## src/rtl/fetch_unit.sv

```systemverilog
`default_nettype none
// ============================================================================
// Module   : fetch_unit
// Purpose  : Instruction-fetch stage for the 5-stage MIPS pipeline. Owns the
//            PC, drives the instruction-memory byte address, captures the
//            returned word into the IF/ID register, and resolves jumps early.
//            A boot/run/halt state machine gates valid instructions to decode.
// Revision : 1.0  initial release
// ============================================================================
module fetch_unit #(
  parameter int unsigned ADDR_W    = 7,
  parameter logic [31:0] RESET_PC  = 32'h0000_0000,
  parameter logic [31:0] HALT_WORD = 32'hFFFF_FFFF
) (
  input  logic              clk,
  input  logic              rst,
  input  logic              stall,
  input  logic              flush,
  input  logic              branch_taken,
  input  logic [31:0]       branch_target,
  output logic [ADDR_W-1:0] imem_addr,
  input  logic [31:0]       imem_instr,
  output logic [31:0]       pc,
  output logic [31:0]       if_id_instr,
  output logic [31:0]       if_id_pc_plus4,
  output logic              if_id_valid,
  output logic              halted
);

  localparam logic [1:0] c_ST_BOOT = 2'd0;
  localparam logic [1:0] c_ST_RUN  = 2'd1;
  localparam logic [1:0] c_ST_HALT = 2'd2;

  localparam logic [5:0] c_OP_JUMP = 6'b000010;

  logic [1:0]  r_state;
  logic [1:0]  w_state_next;

  logic [31:0] r_pc;
  logic [31:0] r_if_id_instr;
  logic [31:0] r_if_id_pc_plus4;
  logic        r_if_id_valid;

  logic [31:0] w_pc_plus4;
  logic [31:0] w_jump_target;
  logic [31:0] w_branch_pc;
  logic        w_is_jump;
  logic        w_is_halt;

  logic [31:0] w_pc_next;
  logic        w_ifid_clear;
  logic        w_ifid_load;
  logic        w_ifid_drop;

  // Fetch-side decode: sequential PC, jump detection and target formation.
  // The branch target is forced word-aligned; its low two bits carry no meaning.
  assign w_pc_plus4    = r_pc + 32'd4;
  assign w_is_jump     = (imem_instr[31:26] == c_OP_JUMP);
  assign w_is_halt     = (imem_instr == HALT_WORD);
  assign w_jump_target = {w_pc_plus4[31:28], imem_instr[25:0], 2'b00};
  assign w_branch_pc   = branch_target & 32'hFFFF_FFFC;

  // State register; reset lands in BOOT so memory gets one settle cycle.
  always_ff @(posedge clk or posedge rst) begin
    if (rst) begin
      r_state <= c_ST_BOOT;
    end else begin
      r_state <= w_state_next;
    end
  end

  // Next-state: a fetched halt word stops fetch unless a branch redirects
  // away from it or the hazard unit is holding the pipe.
  always_comb begin
    w_state_next = r_state;
    case (r_state)
      c_ST_BOOT: w_state_next = c_ST_RUN;
      c_ST_RUN: begin
        if (!branch_taken && !stall && w_is_halt) begin
          w_state_next = c_ST_HALT;
        end
      end
      c_ST_HALT: w_state_next = c_ST_HALT;
      default:   w_state_next = c_ST_BOOT;
    endcase
  end

  // Output decode: next PC and IF/ID update controls for the current state.
  always_comb begin
    w_pc_next    = r_pc;
    w_ifid_clear = 1'b0;
    w_ifid_load  = 1'b0;
    w_ifid_drop  = 1'b0;
    case (r_state)
      c_ST_RUN: begin
        // PC selection, highest priority first
        if (branch_taken) begin
          w_pc_next = w_branch_pc;
        end else if (stall) begin
          w_pc_next = r_pc;
        end else if (w_is_halt) begin
          w_pc_next = r_pc;
        end else if (w_is_jump) begin
          w_pc_next = w_jump_target;
        end else begin
          w_pc_next = w_pc_plus4;
        end
        // IF/ID control; a jump still travels down as a valid instruction
        if (branch_taken || flush) begin
          w_ifid_clear = 1'b1;
        end else if (stall) begin
          w_ifid_clear = 1'b0;
        end else if (w_is_halt) begin
          w_ifid_drop = 1'b1;
        end else begin
          w_ifid_load = 1'b1;
        end
      end
      c_ST_HALT: begin
        w_ifid_drop = 1'b1;
      end
      default: begin
        w_pc_next = r_pc;
      end
    endcase
  end

  // PC and IF/ID pipeline register.
  always_ff @(posedge clk or posedge rst) begin
    if (rst) begin
      r_pc             <= RESET_PC;
      r_if_id_instr    <= 32'h0;
      r_if_id_pc_plus4 <= 32'h0;
      r_if_id_valid    <= 1'b0;
    end else begin
      r_pc <= w_pc_next;
      if (w_ifid_clear) begin
        r_if_id_instr    <= 32'h0;
        r_if_id_pc_plus4 <= 32'h0;
        r_if_id_valid    <= 1'b0;
      end else if (w_ifid_load) begin
        r_if_id_instr    <= imem_instr;
        r_if_id_pc_plus4 <= w_pc_plus4;
        r_if_id_valid    <= 1'b1;
      end else if (w_ifid_drop) begin
        r_if_id_valid    <= 1'b0;
      end
    end
  end

  // The memory address simply truncates the PC; out-of-range PCs alias.
  assign imem_addr      = r_pc[ADDR_W-1:0];
  assign pc             = r_pc;
  assign if_id_instr    = r_if_id_instr;
  assign if_id_pc_plus4 = r_if_id_pc_plus4;
  assign if_id_valid    = r_if_id_valid;
  assign halted         = (r_state == c_ST_HALT);

endmodule
`default_nettype wire

```

## config.mk

```make
export PLATFORM = sky130hd
export DESIGN_NAME = fetch_unit
export DESIGN_NICKNAME = d
export VERILOG_FILES = /design/src/rtl/fetch_unit.sv
export SDC_FILE = /design/constraint.sdc
export NUM_CORES = 1
export LEC_CHECK = 0
export BUFFER_PORTS_ARGS = -buffer_cell sky130_fd_sc_hd__buf_2
export CORE_ASPECT_RATIO = 0.7
export CORE_MARGIN = 1
export CORE_UTILIZATION = 55
export DETAILED_ROUTE_END_ITERATION = 16
export GPL_ROUTABILITY_DRIVEN = 0
export GPL_TIMING_DRIVEN = 0
export PLACE_DENSITY_LB_ADDON = 0.1
export RECOVER_POWER = 50
export SYNTH_ARGS = -nofsm -noshare
export SYNTH_HDL_FRONTEND = slang
export SYNTH_SLANG_ARGS = --single-unit
export TNS_END_PERCENT = 20
```

## constraint.sdc

```tcl
create_clock -name clk -period 4.42 [get_ports clk]
set_clock_uncertainty 0.1 [all_clocks]
set_input_delay 0.221 -clock clk [delete_from_list [all_inputs] [get_ports clk]]
set_output_delay 0.221 -clock clk [all_outputs]
set_load 0.01 [all_outputs]
```

======== Yosys cells after proc, flatten, opt, wreduce, memory -nomap -nowiden ========
Cells that the tools add are included.
operators by class
  muxes and demuxes ....................... 23
  reduce and logical (&&, ||, !) cells .... 9
  add/subtract/negate cells ............... 1
  equal/unequal tests ..................... 7
operators with widths
  operator                                                count
  two-way mux 32 bit                                      7
  adder 32 x 3 -> 32 bit (second input constant)          1
  equality test 32 bit (second input constant)            1
  two-way mux 28 bit                                      1
  two-way mux 1 bit                                       12
  equality test 6 x 2 -> 1 bit (second input constant)    1
  one-hot mux 2 bit (3 select lines)                      1
  inequality test 2 bit (second input constant)           2
  AND reduction 3 bit                                     1
  nonzero test 3 bit                                      1
  equality test 2 x 1 -> 1 bit (second input constant)    1
  equality test 2 bit (second input constant)             1
  logical AND 1 bit                                       2
  zero test 1 bit                                         2
  zero test 2 bit                                         1
  two-way mux 2 bit                                       1
  inequality test 2 x 1 -> 1 bit (second input constant)  1
  one-hot mux 1 bit (2 select lines)                      1
  nonzero test 2 bit                                      1
  logical OR 1 bit                                        1
word-level totals
  output and inout port bits .............. 105
  word-level logic and storage cells ...... 45
  bits of input ports ..................... 69
  register bits after elaboration ......... 99

======== Longest topological paths before layout ========
Gate-level depths: netlist (run 1).
  depth in word-level cells ............... 8
  gate-level depth with buffers ........... 7
  gate-level depth less buffers ........... 6

======== Worst setup path after synthesis (run 1) ========
No wires, ideal clock.
  path kind ............................... register -> register
  start ................................... reg r_pc[2] (netlist: pc[2])
  end ..................................... reg r_pc[24] (netlist: pc[24])
  library setup time ...................... 121 ps
  setup slack ............................. 2061 ps
  arrival time ............................ 2138 ps
  path buffers ............................ 1
  stages on the path, launching flop included .. 8
  data required time ...................... 4199 ps
  period minus slack after synthesis ...... 2359 ps
  cells stage by stage .................... dfrtp_1 > ha_1 > nand4_1 > or4_4 > buf_6 > nor3_1 > o221ai_1 > a22o_1
between the ends
  cells in the longest elaborated chain, start to end .. 5
RTL lines
  item                    line  source
  from (decl)             39    logic [31:0] r_pc;
  from (signal assigned)  136   r_pc <= w_pc_next;
  adder 32 x 3 -> 32 bit  57    assign w_pc_plus4 = r_pc + 32'd4;
  two-way mux 28 bit      103   end else if (w_is_jump) begin
  two-way mux 32 bit      101   end else if (w_is_halt) begin
  two-way mux 32 bit      99    end else if (stall) begin
  two-way mux 32 bit      97    if (branch_taken) begin
No other way between the ends. The select of a mux whose other input is x is not followed.
A chain may end at the register's enable or synchronous reset.

==> metrics.txt, run 1 <==
# TYPE chip_impl_metric gauge
chip_impl_metric{name="floorplan.rows",unit=""} 29
chip_impl_metric{name="timing.slew.headroom",unit="%"} -18.7
chip_impl_metric{name="count_of_flip_flops_with_a_built_in_enable_after_synthesis",unit=""} 0
chip_impl_metric{name="share_of_cell_area_taken_by_muxes_after_synthesis",unit="%"} 2.92
chip_impl_info{name="critical_path.endpoint_type",value="asynchronous set/reset pin"} 1
chip_impl_metric{name="fillers",unit=""} 763
chip_impl_metric{name="cts.clk_slew.worst_paths",unit="ns"} 0.07
chip_impl_metric{name="mapped_area",unit="mm^2"} 0.00518
chip_impl_metric{name="h-tree-depth",unit=""} 3
chip_impl_metric{name="grt_pass1_vias",unit=""} 5136
chip_impl_metric{name="worstMarginPinSlew",unit="ns"} 1.77
chip_impl_metric{name="antenna_violating_nets_post_route",unit=""} 0
chip_impl_metric{name="final_hold_viol_count",unit=""} 0
chip_impl_metric{name="clkLatencyLatePin",unit="ns"} 0.35
chip_impl_metric{name="routedWlPerCell",unit="um"} 21.5
chip_impl_metric{name="synth-seq-cells",unit=""} 96
chip_impl_info{name="grt_setup_unrepaired",value="no"} 1
chip_impl_metric{name="die_width",unit="um"} 118
chip_impl_metric{name="synth_seq_area_share",unit="%"} 46.4
chip_impl_metric{name="cts_inserted_buffers",unit=""} 9
chip_impl_info{name="synth_top_family_by_area",value="compound AO/OA/AOI/OAI gates"} 1
chip_impl_info{name="leading_cell_types_in_the_layout_fill_and_taps_excluded",value="108 x sky130_fd_sc_hd__clkbuf_1, 96 x sky130_fd_sc_hd__dfrtp_1, 94 x sky130_fd_sc_hd__buf_2"} 1
chip_impl_info{name="most_common_cell_after_layout_fill_and_taps_aside",value="sky130_fd_sc_hd__clkbuf_1"} 1
chip_impl_metric{name="timing.max_cap.violations",unit=""} 1
chip_impl_metric{name="fin_crit_sh",unit="%"} 68.9
chip_impl_metric{name="timing.critical_path.fanout_max",unit=""} 56
chip_impl_metric{name="netlist_instances",unit=""} 504
chip_impl_info{name="synth_area_leaders",value="sky130_fd_sc_hd__dfrtp_1 46%, sky130_fd_sc_hd__a22o_1 11%, sky130_fd_sc_hd__nand4_1 2.5%, sky130_fd_sc_hd__o221ai_1 2.5%, sky130_fd_sc_hd__xnor2_1 2.5%"} 1
chip_impl_metric{name="detailed_place_hpwl",unit="um"} 12800
chip_impl_metric{name="post_synth_fa_ha_maj_area_fraction",unit="%"} 0.966
chip_impl_metric{name="antenna_found_initial",unit=""} 0
chip_impl_metric{name="total_routed_length",unit="um"} 17500
chip_impl_metric{name="global_route_wire_length_before_repair",unit="um"} 28000
chip_impl_metric{name="leakagePower",unit="nW"} 2.92
chip_impl_metric{name="post_synth.cell_area_avg",unit="um^2"} 10.3
chip_impl_info{name="worst_hold_path_type",value="in -> reg"} 1
chip_impl_metric{name="final-max-slew-violation-count",unit=""} 42
chip_impl_metric{name="antenna_cells",unit=""} 0
chip_impl_metric{name="grt_start_max_net_pins",unit=""} 57
chip_impl_metric{name="numPortBuffers",unit=""} 166
chip_impl_metric{name="fin_util",unit="%"} 70.4
chip_impl_metric{name="die_area",unit="mm^2"} 0.00982
chip_impl_metric{name="cts_setup_buffers",unit=""} 0
chip_impl_metric{name="setup_total_negative_slack",unit="ns"} 0
chip_impl_metric{name="synth-compound-area-share",unit="%"} 24.5
chip_impl_metric{name="drive_above_1_share",unit="%"} 20.4
chip_impl_info{name="violations",value="max-capacitance violations, max-slew violations"} 1
chip_impl_metric{name="synthSimpleGateAreaFrac",unit="%"} 15.2
chip_impl_metric{name="max_freq",unit="GHz"} 0.328
chip_impl_metric{name="initial_core_util",unit="%"} 56.9
chip_impl_metric{name="power.total",unit="mW"} 2.35
chip_impl_metric{name="synth_cell_type_count",unit=""} 53
chip_impl_metric{name="ir_worst_vdd",unit="mV"} 0.237
chip_impl_metric{name="power_density",unit="mW/mm^2"} 366
chip_impl_info{name="synth_top_flop_cell",value="sky130_fd_sc_hd__dfrtp_1"} 1
chip_impl_metric{name="synthXorXnorAreaFrac",unit="%"} 4.06
chip_impl_metric{name="period_minus_slack",unit="ns"} 3.04
chip_impl_metric{name="routed_via_density",unit=""} 6.55
chip_impl_info{name="cts_root_buffer",value="sky130_fd_sc_hd__clkbuf_16"} 1
chip_impl_metric{name="drt_initial_violations",unit=""} 741
chip_impl_metric{name="yosys.area.top_type_share",unit="%"} 46.4
chip_impl_metric{name="drt_first_pass_iters",unit=""} 6
chip_impl_info{name="post-synth-top-area-cell",value="sky130_fd_sc_hd__dfrtp_1"} 1
chip_impl_metric{name="die_h",unit="um"} 83.2
chip_impl_metric{name="coreArea",unit="mm^2"} 0.00911
chip_impl_metric{name="cts_sinks",unit=""} 96
chip_impl_metric{name="dr_total_vias",unit=""} 5336
chip_impl_metric{name="synthArstFlopShare",unit="%"} 100
chip_impl_info{name="run_status",value="finished, violations left"} 1
chip_impl_metric{name="drc_errors",unit=""} 0
chip_impl_info{name="setup.worst_path.start_class",value="input port"} 1
chip_impl_metric{name="maximum_clock_insertion_buffer_count",unit=""} 2
chip_impl_metric{name="gr-usage-all-layers",unit="%"} 37.0
chip_impl_metric{name="ys.warnings.count",unit=""} 0
chip_impl_metric{name="critPathRequiredTime",unit="ns"} 4.53
chip_impl_info{name="cts_tree",value="yes"} 1
chip_impl_metric{name="crit_arrival",unit="ns"} 3.16
chip_impl_metric{name="top_ports",unit=""} 174
chip_impl_metric{name="synthToLayoutAreaGrowth",unit="%"} 23.8
chip_impl_info{name="criticalPathCategory",value="in -> async"} 1
chip_impl_metric{name="setup_violations",unit=""} 0
chip_impl_metric{name="final_net_count",unit=""} 759
chip_impl_metric{name="globalRouteOverflowTotal",unit=""} 0
-- cells in the mapped netlist (all sizes together) (9+ instances only) --
cell type,instances
xor2,9
nor2,14
a22o,64
nor4,14
clkbuf,24
mux2,9
nand3,22
nand2,28
xnor2,15
o21ai,13
o221ai,15
nand4,22
buf,26
nor3,17
dfrtp,96
inv,15
-- power by group --
| part | leakage (nW) | switching, mW | internal, mW |
|---|---|---|---|
| Clock | 0.153 | 0.351 | 0.499 |
| Combinational | 1.51 | 0.273 | 0.191 |
| Sequential | 1.26 | 0.0914 | 0.941 |
-- worst max-delay path, stage by stage --
cell	delay, ns
sky130_fd_sc_hd__dlygate4sd3_1	0.54
sky130_fd_sc_hd__buf_2	0.13
sky130_fd_sc_hd__clkinvlp_2	1.01
sky130_fd_sc_hd__clkbuf_2	1.22
-- sequential cells by signal, indices dropped and copies added, names as in the netlist --
name            flops
if_id_instr        32
if_id_pc_plus4     31
pc                 30
r_state             2
if_id_valid         1
-- kinds of logic after synthesis --
| kind of cell | count (synthesis) |
|---|---|
| other | 1 |
| muxes | 14 |
| and+or+nand+nor | 143 |
| buffers and inverters | 65 |
| DFF | 96 |
| adders and majority gates | 4 |
| AOI/OAI and AO/OA | 157 |
| xor gates and xnor gates | 24 |
-- through the flow --
step / hold slack (ns) / area [um^2] / worst slack [ns] / std cells
3_3_place_gp: 0.371 / 6180 / 0.481 / 797
2_1_floorplan: 0.254 / 5190 / 1.59 / 507
4_1_cts: 0.0155 / 6540 / 1.65 / 815
5_1_grt: 0.0283 / 6410 / 0.888 / 815
3_5_place_dp: 0.204 / 6210 / 1.48 / 798
6_report: 0.0170 / 6410 / 1.38 / 815
-- path summary, 6_finish.rpt --
| check | start | end | slack [ns] | cells after the start |
|---|---|---|---|---|
| max | rst | pc[8] | 1.38 | 4 |
| min | imem_instr[27] | if_id_instr[27] | 0.02 | 2 |
| max reg2reg | pc[2] | pc[28] | 1.49 | 6 |
| min reg2reg | if_id_pc_plus4[31] | if_id_pc_plus4[31] | 0.39 | 1 |
| max in group clk | pc[2] | pc[28] | 1.49 | 6 |
| min in group asynchronous | rst | if_id_instr[26] | 0.76 | 3 |
-- repair_timing --
action,in CTS,in global routing
hold buffers,1,0
gates resized for setup,0,0
hold endpoints to repair,40,0
-- final cells by class --
type                       instances  area [um^2]  share of cell area [%]
clock inverter                     6         93.8                    1.46
multi-input combinational        346         2480                    38.7
sequential                        96         2400                    37.4
clock buffer                      10          229                    3.57
tap                              124          155                    2.42
buffer                            50          250                    3.90
timing repair buffer             168          742                    11.6
inverter                          15         57.6                   0.897
-- per-layer routing --
metal  share of wire (%)  global-route usage [%]
met1                  43                    53.4
met3                  12                    9.07
met5                   0                       0
met4                 2.2                    11.3
met2                  43                    54.7
Power figures use the tool's default switching activity.
==> run 2: changes to the inputs <==
- ABC_AREA: not set -> 1
- CORE_UTILIZATION: 55 -> 52
- clock period: 4.42 -> 2.95 ns (I/O delays scaled with it)
==> metrics.txt, run 2 <==
# TYPE chip_impl_metric gauge
chip_impl_metric{name="synthArstFlopShare",unit="%"} 100
chip_impl_metric{name="final-max-slew-violation-count",unit=""} 0
chip_impl_metric{name="power_density",unit="mW/mm^2"} 496
chip_impl_metric{name="global_route_wire_length_before_repair",unit="um"} 28500
chip_impl_metric{name="globalRouteOverflowTotal",unit=""} 0
chip_impl_metric{name="setup_violations",unit=""} 0
chip_impl_info{name="post-synth-top-area-cell",value="sky130_fd_sc_hd__dfrtp_1"} 1
chip_impl_metric{name="netlist_instances",unit=""} 811
chip_impl_info{name="cts_root_buffer",value="sky130_fd_sc_hd__clkbuf_16"} 1
chip_impl_metric{name="antenna_found_initial",unit=""} 0
chip_impl_metric{name="antenna_violating_nets_post_route",unit=""} 0
chip_impl_metric{name="timing.slew.headroom",unit="%"} 23.0
chip_impl_info{name="synthMostInstantiatedCell",value="sky130_fd_sc_hd__nand2_1"} 1
chip_impl_metric{name="drive_above_1_share",unit="%"} 16.9
chip_impl_metric{name="count_of_flip_flops_with_a_built_in_enable_after_synthesis",unit=""} 0
chip_impl_metric{name="worstMarginPinSlew",unit="ns"} 1.15
chip_impl_metric{name="drt_first_pass_iters",unit=""} 6
chip_impl_metric{name="clkLatencyLatePin",unit="ns"} 0.35
chip_impl_info{name="worst_hold_path_type",value="in -> reg"} 1
chip_impl_metric{name="largest_reg_flops",unit=""} 32
chip_impl_metric{name="timing.hold.worst_path_depth",unit=""} 3
chip_impl_metric{name="die_area",unit="mm^2"} 0.0112
chip_impl_metric{name="leakagePower",unit="nW"} 3.86
chip_impl_metric{name="power.total",unit="mW"} 3.57
chip_impl_metric{name="initial_core_util",unit="%"} 53.9
chip_impl_info{name="ys_top_cells_by_count",value="347 x sky130_fd_sc_hd__nand2_1, 96 x sky130_fd_sc_hd__dfrtp_1, 82 x sky130_fd_sc_hd__nand3_1"} 1
chip_impl_metric{name="final_hold_viol_count",unit=""} 0
chip_impl_metric{name="placedCellCount",unit=""} 1113
chip_impl_metric{name="fin_crit_sh",unit="%"} 76.3
chip_impl_info{name="synth_area_leaders",value="sky130_fd_sc_hd__dfrtp_1 43%, sky130_fd_sc_hd__nand2_1 23%, sky130_fd_sc_hd__nand3_1 7.3%, sky130_fd_sc_hd__nor2_1 4.6%, sky130_fd_sc_hd__o21ai_0 4.0%"} 1
chip_impl_metric{name="final-instance-count-excl-fill",unit=""} 1161
chip_impl_metric{name="floorplan.rows",unit=""} 31
chip_impl_metric{name="cts_hold_repair.buffers",unit=""} 33
chip_impl_metric{name="r2r_cells",unit=""} 11
chip_impl_metric{name="timing.max_cap.violations",unit=""} 0
chip_impl_metric{name="ys.warnings.count",unit=""} 0
chip_impl_info{name="grt_setup_unrepaired",value="no"} 1
chip_impl_metric{name="h-tree-depth",unit=""} 3
chip_impl_metric{name="routedWlPerCell",unit="um"} 15.9
chip_impl_info{name="most_common_cell_after_layout_fill_and_taps_aside",value="sky130_fd_sc_hd__nand2_1"} 1
chip_impl_metric{name="gr-usage-all-layers",unit="%"} 34.1
chip_impl_metric{name="top_ports",unit=""} 174
chip_impl_metric{name="drt_initial_violations",unit=""} 608
chip_impl_metric{name="timing.critical_path.fanout_max",unit=""} 7
chip_impl_metric{name="synth_cell_type_count",unit=""} 28
chip_impl_metric{name="yosys.area.top_type_share",unit="%"} 42.8
chip_impl_metric{name="crit_arrival",unit="ns"} 2.45
chip_impl_metric{name="routed_via_density",unit=""} 5.34
chip_impl_metric{name="ir_worst_vdd",unit="mV"} 0.306
chip_impl_metric{name="cts_setup_buffers",unit=""} 0
chip_impl_info{name="leading_cell_types_in_the_layout_fill_and_taps_excluded",value="347 x sky130_fd_sc_hd__nand2_1, 116 x sky130_fd_sc_hd__buf_2, 96 x sky130_fd_sc_hd__dfrtp_1"} 1
chip_impl_metric{name="dr_total_vias",unit=""} 6202
chip_impl_info{name="run_status",value="complete, no violations"} 1
chip_impl_metric{name="die_h",unit="um"} 88.9
chip_impl_metric{name="synth_seq_area_share",unit="%"} 42.8
chip_impl_metric{name="timing.final.ws_setup",unit="ns"} 0.701
chip_impl_metric{name="final_net_count",unit=""} 1098
chip_impl_metric{name="antenna_cells",unit=""} 0
chip_impl_metric{name="post_synth.cell_area_avg",unit="um^2"} 6.91
chip_impl_metric{name="coreArea",unit="mm^2"} 0.0104
chip_impl_metric{name="detailedPlace.worstSlack",unit="ns"} 0.774
chip_impl_metric{name="drc_errors",unit=""} 0
chip_impl_info{name="setup.worst_path.start_class",value="flip-flop"} 1
chip_impl_metric{name="synth-seq-cells",unit=""} 96
chip_impl_metric{name="synthToLayoutAreaGrowth",unit="%"} 28.4
chip_impl_metric{name="critPathRequiredTime",unit="ns"} 3.15
chip_impl_metric{name="detailed_place_hpwl",unit="um"} 13800
chip_impl_info{name="critical_path.endpoint_type",value="flip-flop"} 1
chip_impl_metric{name="die_width",unit="um"} 126
chip_impl_metric{name="grt_start_max_net_pins",unit=""} 71
chip_impl_metric{name="cts_sinks",unit=""} 96
chip_impl_metric{name="total_routed_length",unit="um"} 18500
chip_impl_metric{name="maximum_clock_insertion_buffer_count",unit=""} 2
chip_impl_metric{name="mapped_area",unit="mm^2"} 0.00561
chip_impl_info{name="synth_top_flop_cell",value="sky130_fd_sc_hd__dfrtp_1"} 1
chip_impl_metric{name="grt_pass1_vias",unit=""} 5332
chip_impl_metric{name="numPortBuffers",unit=""} 166
chip_impl_info{name="cts_tree",value="yes"} 1
chip_impl_metric{name="period_minus_slack",unit="ns"} 2.25
chip_impl_metric{name="cts.clk_slew.worst_paths",unit="ns"} 0.07
chip_impl_metric{name="cts.repair.resized",unit=""} 0
chip_impl_info{name="criticalPathCategory",value="reg -> reg"} 1
chip_impl_metric{name="cts_inserted_buffers",unit=""} 9
chip_impl_metric{name="max_freq",unit="GHz"} 0.445
run 2: cell count changes after synthesis, moves of 12 or more:
cell and delta:
sky130_fd_sc_hd__nand2_1 +319, sky130_fd_sc_hd__a22o_1 -64, sky130_fd_sc_hd__nand3_1 +60, sky130_fd_sc_hd__nor2_1 +55, sky130_fd_sc_hd__inv_1 +43, sky130_fd_sc_hd__o21ai_0 +32
sky130_fd_sc_hd__nand4_1 -18, sky130_fd_sc_hd__nor3_1 -17, sky130_fd_sc_hd__clkbuf_1 -15, sky130_fd_sc_hd__o221ai_1 -15, sky130_fd_sc_hd__xnor2_1 -14, sky130_fd_sc_hd__nor4_1 -13
sky130_fd_sc_hd__a21oi_1 +12
run 2: path summary, 6_finish.rpt:
kind,startpoint,end,slack [ns]
setup / recovery,pc[2],pc[14],0.70
hold / removal,imem_instr[15],if_id_instr[15],0.006
setup reg to reg,pc[2],pc[14],0.70
hold reg to reg,if_id_instr[23],if_id_instr[23],0.40
max in group asynchronous,rst,pc[21],0.71
min in group asynchronous,rst,if_id_instr[25],0.46
run 2: report_power, final:
part           total [mW]  internal [mW]  switching (mW)
clock network        1.31          0.788           0.521
registers            1.53           1.41           0.124
logic               0.732          0.279           0.453
total                3.57           2.47            1.10
run 2: critical path, cell delays in order, from the launching register on:
cell                      delay (ns)
sky130_fd_sc_hd__dfrtp_1        0.51
sky130_fd_sc_hd__ha_1           0.34
sky130_fd_sc_hd__nand3_1        0.16
sky130_fd_sc_hd__inv_1          0.09
sky130_fd_sc_hd__nand2_1        0.21
sky130_fd_sc_hd__nor2_1         0.33
sky130_fd_sc_hd__nand2_1        0.11
sky130_fd_sc_hd__nand3_1        0.11
sky130_fd_sc_hd__nand2_1        0.07
sky130_fd_sc_hd__nand2_1        0.06
sky130_fd_sc_hd__nand2_1        0.05
sky130_fd_sc_hd__nand2_1        0.06
run 2: cells by family (layout without fill, tap and decap cells):
| group | count (synthesis) | after routing | share of synthesized area, % |
|---|---|---|---|
| AOI/OAI and AO/OA | 77 | 77 | 7.79 |
| and+or+nand+nor | 524 | 524 | 39.0 |
| adders and majority gates | 4 | 4 | 0.893 |
| buffers and inverters | 106 | 321 | 8.95 |
| other | 1 | 4 | 0.0669 |
| DFF | 96 | 96 | 42.8 |
| xor gates and xnor gates | 3 | 3 | 0.469 |
run 2: cell type report:
class                           instances  area, um^2
Tap cell                              132         165
Timing Repair Buffer                  200        1080
Fill cell                             959        3200
Clock buffer                           11         253
Buffer                                 45         273
Multi-Input combinational cell        612        2710
Clock inverter                          4        76.3
Sequential cell                        96        2400
Inverter                               61         230
run 2: per-stage QoR:
stage	instance area, um^2	hold slack (ns)	TNS (ns)	util [%]
after floorplan	5620	0.164	0	-
after global placement	6610	0.282	-95.34	63.6
after detailed placement	6640	0.0517	0	63.9
after CTS	7300	0.000635	0	70.3
after global routing	7200	0.0106	0	69.2
final	7200	0.00594	0	69.2
run 2: routing by layer:
metal	track usage (%)	share of wire, %	vias up
li1	-	-	2972
met1	48.8	45	2871
met2	53.1	43	328
met5	0	0	-
met3	6.65	9.7	31
met4	9.42	1.8	0
==> run 3: changes to the inputs <==
- clock period: 2.95 -> 2.2 ns (I/O delays scaled with it)
==> metrics.txt, run 3 (synthesized netlist as in run 2, its figures left out) <==
# TYPE chip_impl_metric gauge
chip_impl_metric{name="timing.final.ws_setup",unit="ns"} 0.140
chip_impl_metric{name="final_net_count",unit=""} 1122
chip_impl_metric{name="combinationalPowerShare",unit="%"} 21.5
chip_impl_metric{name="ir_worst_vdd",unit="mV"} 0.591
chip_impl_metric{name="total_routed_length",unit="um"} 19000
chip_impl_metric{name="drive_above_1_share",unit="%"} 14.6
chip_impl_metric{name="globalRouteOverflowTotal",unit=""} 0
chip_impl_metric{name="detailed_place_hpwl",unit="um"} 13900
chip_impl_metric{name="internal_power_of_the_cells",unit="mW"} 3.18
chip_impl_metric{name="numPortBuffers",unit=""} 166
chip_impl_metric{name="setup_violations",unit=""} 0
chip_impl_metric{name="synthToLayoutAreaGrowth",unit="%"} 32.0
chip_impl_metric{name="cts.clk_slew.worst_paths",unit="ns"} 0.07
chip_impl_metric{name="routed_via_density",unit=""} 5.38
chip_impl_metric{name="timing.reg2reg.setup_slack",unit="ns"} 0.14
chip_impl_metric{name="largest_reg_flops",unit=""} 32
chip_impl_metric{name="routedWlPerCell",unit="um"} 16.1
chip_impl_metric{name="antenna_cells",unit=""} 0
chip_impl_metric{name="fin_crit_sh",unit="%"} 93.6
chip_impl_info{name="grt_busiest_layer",value="met2"} 1
chip_impl_metric{name="fin_util",unit="%"} 71.2
chip_impl_metric{name="seq_power_share",unit="%"} 43.6
chip_impl_info{name="cts_root_buffer",value="sky130_fd_sc_hd__clkbuf_16"} 1
chip_impl_metric{name="gr-usage-met1",unit="%"} 48.2
chip_impl_metric{name="dr_total_vias",unit=""} 6375
chip_impl_metric{name="final_hold_viol_count",unit=""} 0
chip_impl_metric{name="globalRouteMet2Util",unit="%"} 55.2
chip_impl_metric{name="power.total",unit="mW"} 4.71
chip_impl_metric{name="clkLatencyLatePin",unit="ns"} 0.35
chip_impl_info{name="setup.worst_path.start_class",value="flip-flop"} 1
chip_impl_metric{name="fillers",unit=""} 936
chip_impl_metric{name="clk_network_pwr_share",unit="%"} 35.0
chip_impl_metric{name="grt_start_max_net_pins",unit=""} 41
chip_impl_metric{name="die_h",unit="um"} 88.9
chip_impl_metric{name="grt_use_met3",unit="%"} 7.62
chip_impl_metric{name="period_minus_slack",unit="ns"} 2.06
chip_impl_info{name="worst_hold_path_type",value="in -> reg"} 1
chip_impl_info{name="most_common_cell_after_layout_fill_and_taps_aside",value="sky130_fd_sc_hd__nand2_1"} 1
chip_impl_metric{name="drt_first_pass_iters",unit=""} 5
chip_impl_info{name="grt_setup_unrepaired",value="no"} 1
chip_impl_info{name="leading_cell_types_in_the_layout_fill_and_taps_excluded",value="346 x sky130_fd_sc_hd__nand2_1, 102 x sky130_fd_sc_hd__clkbuf_1, 95 x sky130_fd_sc_hd__dfrtp_1"} 1
chip_impl_metric{name="antenna_found_initial",unit=""} 0
chip_impl_info{name="cts_tree",value="yes"} 1
chip_impl_metric{name="crit_arrival",unit="ns"} 2.21
chip_impl_metric{name="power_density",unit="mW/mm^2"} 636
chip_impl_metric{name="cts_sinks",unit=""} 96
chip_impl_info{name="run_status",value="complete, no violations"} 1
chip_impl_metric{name="leakagePower",unit="nW"} 3.87
chip_impl_metric{name="timing.critical_path.fanout_max",unit=""} 7
chip_impl_metric{name="h-tree-depth",unit=""} 3
chip_impl_metric{name="maximum_clock_insertion_buffer_count",unit=""} 2
chip_impl_metric{name="worstMarginPinSlew",unit="ns"} 0.831
chip_impl_metric{name="coreArea",unit="mm^2"} 0.0104
chip_impl_metric{name="timing.slew.headroom",unit="%"} 44.5
chip_impl_metric{name="drt_initial_violations",unit=""} 587
chip_impl_info{name="critical_path.endpoint_type",value="flip-flop"} 1
chip_impl_metric{name="power.net_switching",unit="mW"} 1.53
chip_impl_metric{name="cts_inserted_buffers",unit=""} 9
chip_impl_metric{name="floorplan.rows",unit=""} 31
chip_impl_metric{name="global_route_wire_length_before_repair",unit="um"} 29600
chip_impl_metric{name="timing.max_cap.violations",unit=""} 0
chip_impl_metric{name="antenna_violating_nets_post_route",unit=""} 0
chip_impl_metric{name="top_ports",unit=""} 174
chip_impl_metric{name="initial_core_util",unit="%"} 53.9
chip_impl_metric{name="die_width",unit="um"} 126
chip_impl_metric{name="drc_errors",unit=""} 0
chip_impl_info{name="criticalPathCategory",value="reg -> reg"} 1
chip_impl_metric{name="final-max-slew-violation-count",unit=""} 0
chip_impl_metric{name="gr-usage-all-layers",unit="%"} 35.2
chip_impl_metric{name="grt_pass1_vias",unit=""} 5738
chip_impl_metric{name="detailedPlace.worstSlack",unit="ns"} -0.0215
chip_impl_metric{name="power_switching_share",unit="%"} 32.5
chip_impl_metric{name="max_freq",unit="GHz"} 0.486
chip_impl_metric{name="critPathRequiredTime",unit="ns"} 2.35
chip_impl_metric{name="die_area",unit="mm^2"} 0.0112
==> run 3: cell types whose count changed in the layout (fill, tap and decap cells not counted), moves of 2 or more <==
cell                            previous run  this run
sky130_fd_sc_hd__clkbuf_1                 76       102
sky130_fd_sc_hd__buf_2                   116        91
sky130_fd_sc_hd__dlygate4sd3_1            33        56
sky130_fd_sc_hd__clkbuf_8                  2         0
sky130_fd_sc_hd__clkinvlp_4                1         3
sky130_fd_sc_hd__inv_8                     0         2
==> run 3: what timing repair did <==
item	in CTS	in global routing
hold buffers	56	0
setup buffers	0	0
resized for setup	1	3
pin swaps	0	1
endpoints found under the hold margin	90	0
setup endpoints to repair	2	14
==> run 3: metal layers <==
| metal | vias up | share of wire (%) |
|---|---|---|
| li1 | 3027 | - |
| met1 | 2956 | 44 |
| met2 | 347 | 43 |
| met3 | 45 | 10 |
| met4 | 0 | 2.8 |
| met5 | - | 0 |
==> run 3: cell type report <==
cell class                      instances  area (um^2)  area share, %
Clock buffer                           10          229           3.09
Sequential cell                        96         2400           32.5
Multi-Input combinational cell        612         2720           36.8
Tap cell                              132          165           2.23
Inverter                               61          233           3.14
Clock inverter                          6         76.3           1.03
Buffer                                 45          273           3.68
Timing Repair Buffer                  224         1300           17.6
==> run 3: per-stage QoR <==
stage	TNS [ns]	cells	hold WS, ns	instance area, um^2
finish	0	1186	0.000160	7400
global route	0	1186	0.0270	7400
CTS	0	1186	0.00155	7530
detailed placement	-0.0215	1114	0.223	6670
global placement	0	1112	0.252	6620
floorplan	0	814	0.127	5620
==> run 3: power groups by stage <==
stage	Clock, mW	Combinational [mW]	Sequential, mW
2_1_floorplan	0	0.505	2.10
3_3_place_gp	0	0.925	2.07
3_5_place_dp	0	0.946	2.08
4_1_cts	1.65	1.03	2.04
5_1_grt	1.71	1.13	2.07
6_report	1.65	1.01	2.05
==> run 3: critical path: stages (launching register included) <==
cell and delay [ns]:
sky130_fd_sc_hd__dfrtp_1 0.47, sky130_fd_sc_hd__ha_2 0.31, sky130_fd_sc_hd__nand3_1 0.14, sky130_fd_sc_hd__inv_1 0.10
sky130_fd_sc_hd__nand2_2 0.14, sky130_fd_sc_hd__inv_1 0.13, sky130_fd_sc_hd__nand3_1 0.07, sky130_fd_sc_hd__nand2_1 0.14
sky130_fd_sc_hd__nand2_1 0.09, sky130_fd_sc_hd__nand2_1 0.08, sky130_fd_sc_hd__nand2_1 0.07, sky130_fd_sc_hd__nand2_1 0.05
sky130_fd_sc_hd__nand2_1 0.05
==> run 3: worst paths after layout <==
path,startpoint,to,cells after the start
setup / recovery,pc[3],pc[12],12
hold / removal,branch_target[19],pc[19],5
setup reg to reg,pc[3],pc[12],12
min in group asynchronous,rst,if_id_instr[8],3
hold reg to reg,if_id_instr[3],if_id_instr[3],2
max in group asynchronous,rst,pc[26],4
